==> config.mk <==
export PLATFORM = sky130hd
export DESIGN_NAME = mem_port_arbiter
export DESIGN_NICKNAME = d
export VERILOG_FILES = /design/src/rtl/mem_port_arbiter.sv
export SDC_FILE = /design/constraint.sdc
export NUM_CORES = 1
export LEC_CHECK = 0
export CAP_MARGIN = 30
export CORE_MARGIN = 2
export CORE_UTILIZATION = 45
export DETAILED_ROUTE_END_ITERATION = 6
export PLACE_DENSITY = 0.95
export SYNTH_ARGS = -nofsm -noshare
export SYNTH_HDL_FRONTEND = slang
export SYNTH_SLANG_ARGS = --single-unit
==> constraint.sdc <==
create_clock -name clock -period 13.6 [get_ports clock]
set_clock_uncertainty 0.15 [all_clocks]
set_input_delay 2.72 -clock clock [delete_from_list [all_inputs] [get_ports clock]]
set_output_delay 2.72 -clock clock [all_outputs]
set_load 0.005 [all_outputs]
==> src/rtl/mem_port_arbiter.sv <==
// rtl/mem_port_arbiter.sv - shares one single-port memory between fetch (F) and data (D) requesters
// D has priority; F is forced after MAX_D_STREAK D grants it waited through; a watchdog aborts stuck accesses.
module mem_port_arbiter #(
  parameter int MAX_D_STREAK = 4,
  parameter int TIMEOUT      = 255
) (
  input  logic        clock,
  input  logic        reset,
  input  logic        f_req,
  input  logic [31:0] f_addr,
  output logic [31:0] f_rdata,
  output logic        f_valid,
  output logic        f_stall,
  input  logic        d_req,
  input  logic        d_rw,
  input  logic [31:0] d_addr,
  input  logic [31:0] d_wdata,
  input  logic [1:0]  d_size,
  output logic [31:0] d_rdata,
  output logic        d_valid,
  output logic        d_stall,
  output logic        err,
  output logic        mem_req,
  output logic        mem_rw,
  output logic [31:0] mem_addr,
  output logic [31:0] mem_wdata,
  output logic [1:0]  mem_size,
  input  logic        mem_ack,
  input  logic [31:0] mem_rdata
);

  localparam int STREAK_W = (MAX_D_STREAK > 0) ? $clog2(MAX_D_STREAK + 1) : 1;
  localparam int WD_W     = (TIMEOUT > 0) ? $clog2(TIMEOUT + 1) : 1;
  localparam logic [STREAK_W-1:0] STREAK_MAX = STREAK_W'(MAX_D_STREAK);
  localparam logic [WD_W-1:0]     WD_LAST    = WD_W'((TIMEOUT > 0) ? TIMEOUT - 1 : 0);
  localparam logic                WD_EN      = (TIMEOUT != 0);

  typedef enum logic [1:0] {
    IDLE   = 2'd0,
    BUSY_F = 2'd1,
    BUSY_D = 2'd2,
    RESP   = 2'd3
  } state_t;

  state_t              state;
  state_t              state_nxt;
  logic [STREAK_W-1:0] streak;
  logic [WD_W-1:0]     wd_cnt;

  logic grant_d;
  logic grant_f;
  logic busy;
  logic ack_hit;
  logic wd_hit;
  logic finish;

  assign f_stall = f_req & ~f_valid;
  assign d_stall = d_req & ~d_valid;

  always_ff @(posedge clock or posedge reset) begin
    if (reset) begin
      state <= IDLE;
    end else begin
      state <= state_nxt;
    end
  end

  always_comb begin
    grant_d   = 1'b0;
    grant_f   = 1'b0;
    state_nxt = state;
    busy      = (state == BUSY_F) || (state == BUSY_D);
    ack_hit   = busy && mem_ack;
    // an ack arriving on the expiry cycle wins over the timeout
    wd_hit    = busy && WD_EN && !mem_ack && (wd_cnt == WD_LAST);
    finish    = ack_hit || wd_hit;
    case (state)
      IDLE: begin
        if (d_req && !(f_req && (streak == STREAK_MAX))) begin
          grant_d   = 1'b1;
          state_nxt = BUSY_D;
        end else if (f_req) begin
          grant_f   = 1'b1;
          state_nxt = BUSY_F;
        end
      end
      BUSY_F, BUSY_D: begin
        if (finish) begin
          state_nxt = RESP;
        end
      end
      RESP:    state_nxt = IDLE;
      default: state_nxt = IDLE;
    endcase
  end

  always_ff @(posedge clock or posedge reset) begin
    if (reset) begin
      mem_req   <= 1'b0;
      mem_rw    <= 1'b0;
      mem_addr  <= '0;
      mem_wdata <= '0;
      mem_size  <= '0;
      f_rdata   <= '0;
      d_rdata   <= '0;
      f_valid   <= 1'b0;
      d_valid   <= 1'b0;
      err       <= 1'b0;
      streak    <= '0;
      wd_cnt    <= '0;
    end else begin
      f_valid <= 1'b0;
      d_valid <= 1'b0;

      if (grant_d) begin
        mem_req   <= 1'b1;
        mem_rw    <= d_rw;
        mem_addr  <= d_addr;
        mem_wdata <= d_wdata;
        mem_size  <= d_size;
        wd_cnt    <= '0;
        // streak only counts D grants that fetch had to wait through
        if (!f_req) begin
          streak <= '0;
        end else if (streak != STREAK_MAX) begin
          streak <= streak + 1'b1;
        end
      end else if (grant_f) begin
        mem_req   <= 1'b1;
        mem_rw    <= 1'b0;
        mem_addr  <= f_addr;
        mem_wdata <= '0;
        mem_size  <= 2'd2;
        wd_cnt    <= '0;
        streak    <= '0;
      end

      if (busy) begin
        wd_cnt <= wd_cnt + 1'b1;
        if (finish) begin
          mem_req <= 1'b0;
          f_valid <= (state == BUSY_F);
          d_valid <= (state == BUSY_D);
          if (ack_hit && (state == BUSY_F)) begin
            f_rdata <= mem_rdata;
          end
          if (ack_hit && (state == BUSY_D) && !mem_rw) begin
            d_rdata <= mem_rdata;
          end
          if (wd_hit) begin
            err <= 1'b1;
          end
        end
      end
    end
  end

endmodule
==> impl_metrics.ini <==
[global_route]
track_usage_pct = 23.2
overflow = 0
grt_pass1_vias = 4971
grt_pass1_wl_um = 25700
grt_max_degree = 95
antenna_found_initial = 0

[routing]
num_vias = 4727
drc = 0
routedWlPerCell_um = 17.8
drt-vias-per-instance = 5.16
dr.pass1.iters = 5
postRouteWirelength_um = 16300
drtIter0Drc = 265
ant_nets = 0

[worst_setup_path]
cp.required_ns = 10.73
cp_slowest_stage_delay_ns = 0.64
crit_path_cell_trace = clkdlybuf4s50_1 > nor2b_1 > clkdlybuf4s50_1
arrival_ns = 4.13
crit_type = in2out
cpMaxStageDelayCell = clkdlybuf4s50_1
cp_max_fo = 6
endpoint_kind = output port
critical_path.startpoint_type = input port
cp_common_cell = clkdlybuf4s50_1

[sta]
worst_slew_pin_slew_ns = 0.871
holdWs_ns = 0.330
slew_viol_final = 0
rsz0062_at_grt = false
finalCritPeriodShare_pct = 51.4
hold_violations = 0
timing.setup.tns_ns = 0
slew_headroom_pct = 41.9
min_period_ns = 7.00
max_freq_mhz = 143
setup_viol = 0

[clock_tree]
ctsResizeCount = 0
cts_setup_buffers = 0
cts_tree = done
cts.sinks = 148
clk_latency_ns = 0.40
cts_made_buffers = 17
hold_buffers = 0
cts-root-buf = clkbuf_16
clock_path_buffers = 2
htreeDepth = 4
clkTransAtPathRegs_ns = 0.06

[logic_synthesis]
synth_cell_types = 38
synth_edf_count = 0
synth_seq_cells = 148
synth.avg_cell_area_um2 = 13.2
synth_cells = 456
synth_nets = 599
ys_warn_count = 0
async_reset_ff_share_pct = 100
yosysSeqAreaShare_pct = 61.7
synthFlopType = dfrtp_1
synth_area_um2 = 6000

[finish]
drive_above_1_share_pct = 6.35
utilization_pct = 73.2
layout_commonest_cell = clkdlybuf4s50_1
nets = 870
fillers = 854
antenna_cells = 0
area_delta_synth_final_pct = 60.2
layout_common_cells = 272 x clkdlybuf4s50_1, 148 x dfrtp_1, 60 x mux2_1

[floorplan]
io-pin-count = 273
core_area_um2 = 13100
die_height_um = 119
die_width_um = 119
dieArea_um2 = 14300
start_util_pct = 45.7
rows = 42

[placement]
gp_congestion = 0.792
hpwl_um = 12000
io_buffers = 272

[status]
run_status = finished, final reports clean

[power]
leakage_nw = 4.22
power_density_nw_per_um2 = 225
vdd_drop_max_uv = 91.3

[flow_run]
cap_violations = 0

[hold_path]
holdCritPathClass = reg2reg
## final timing paths
| check | start | to | slack [ns] | depth (start not counted) |
|---|---|---|---|---|
| worst max-delay path | d_req | d_stall | 6.60 | 3 |
| worst min-delay path | mem_addr[9] | mem_addr[9] | 0.33 | 2 |
| worst max register to register | state[1] | state[1] | 11.20 | 6 |
| worst min register to register | mem_addr[9] | mem_addr[9] | 0.33 | 2 |
| max in group asynchronous | reset | mem_addr[6] | 9.64 | 4 |
| min in group asynchronous | reset | d_rdata[26] | 2.60 | 2 |
## Yosys cell counts (all sizes together), types with 3 or more instances
| cell type | instances | area (um^2) |
|---|---|---|
| buf | 22 | 116 |
| ha | 7 | 87.6 |
| clkbuf | 5 | 18.8 |
| a22o | 35 | 307 |
| nor2 | 7 | 26.3 |
| nand3 | 6 | 30.0 |
| o21ai | 40 | 200 |
| mux2 | 65 | 732 |
| mux2i | 34 | 340 |
| nor3 | 3 | 15.0 |
| dfrtp | 148 | 3700 |
| nor2b | 3 | 18.8 |
| inv | 8 | 30.0 |
| nand2 | 48 | 183 |
## kinds of logic (layout without fill, tap and decap cells)
| logic type | Yosys count | after routing | share of synthesized area (%) |
|---|---|---|---|
| buf+inv | 35 | 319 | 2.75 |
| mux | 99 | 99 | 17.9 |
| simple gates | 77 | 77 | 5.76 |
| xor+xnor | 3 | 3 | 0.438 |
| compound gates | 87 | 87 | 9.99 |
| flops | 148 | 148 | 61.7 |
| fa+ha+maj | 7 | 7 | 1.46 |
## per-layer routing
layer / up-vias / routed length (um) / global-route usage (%)
li1: 2167 / - / -
met1: 2290 / 6220 / 26.8
met2: 237 / 8290 / 40.3
met3: 33 / 1350 / 7.09
met4: 0 / 397 / 8.75
met5: - / 0 / 0
## critical path, delay by kind of cell
family | cells | cell delay [ns]
buffers and inverters | 2 | 1.20
and+or+nand+nor | 1 | 0.20
## state kept, by name, summed over array words and instances, names as in the netlist
name and cells:
mem_rw 1, f_rdata 32, streak 3, f_valid 1
mem_req 1, d_valid 1, mem_addr 32, wd_cnt 8
mem_wdata 32, state 2, mem_size 2, err 1
d_rdata 32
## stage by stage
| stage | total power [W] | std cells | cell area, um^2 | worst slack (ns) |
|---|---|---|---|---|
| finish | 0.00217 | 916 | 9610 | 6.60 |
| global route | 0.00229 | 916 | 9610 | 6.55 |
| CTS | 0.00219 | 915 | 9590 | 6.58 |
| detailed placement | 0.00164 | 883 | 8910 | 6.60 |
| global placement | 0.00158 | 881 | 8850 | 6.66 |
| floorplan | 0.00111 | 456 | 6000 | 6.75 |
## power by group
group	switching, W	internal (W)	leakage (nW)
Combinational	0.000334	0.000529	2.05
Clock	0.000186	0.000345	0.335
Sequential	0.000125	0.000645	1.84
Total	0.000646	0.00152	4.22
## area by class of cell
class,instances,area [um^2],area share (%)
sequential,148,3700,38.5
inverter,8,35.0,0.364
timing repair buffer,279,2830,29.4
clock buffer,20,467,4.86
tap,176,220,2.29
clock inverter,12,216,2.25
multi-input combinational,273,2140,22.3
No activity file was read; power rests on OpenSTA's default activity.
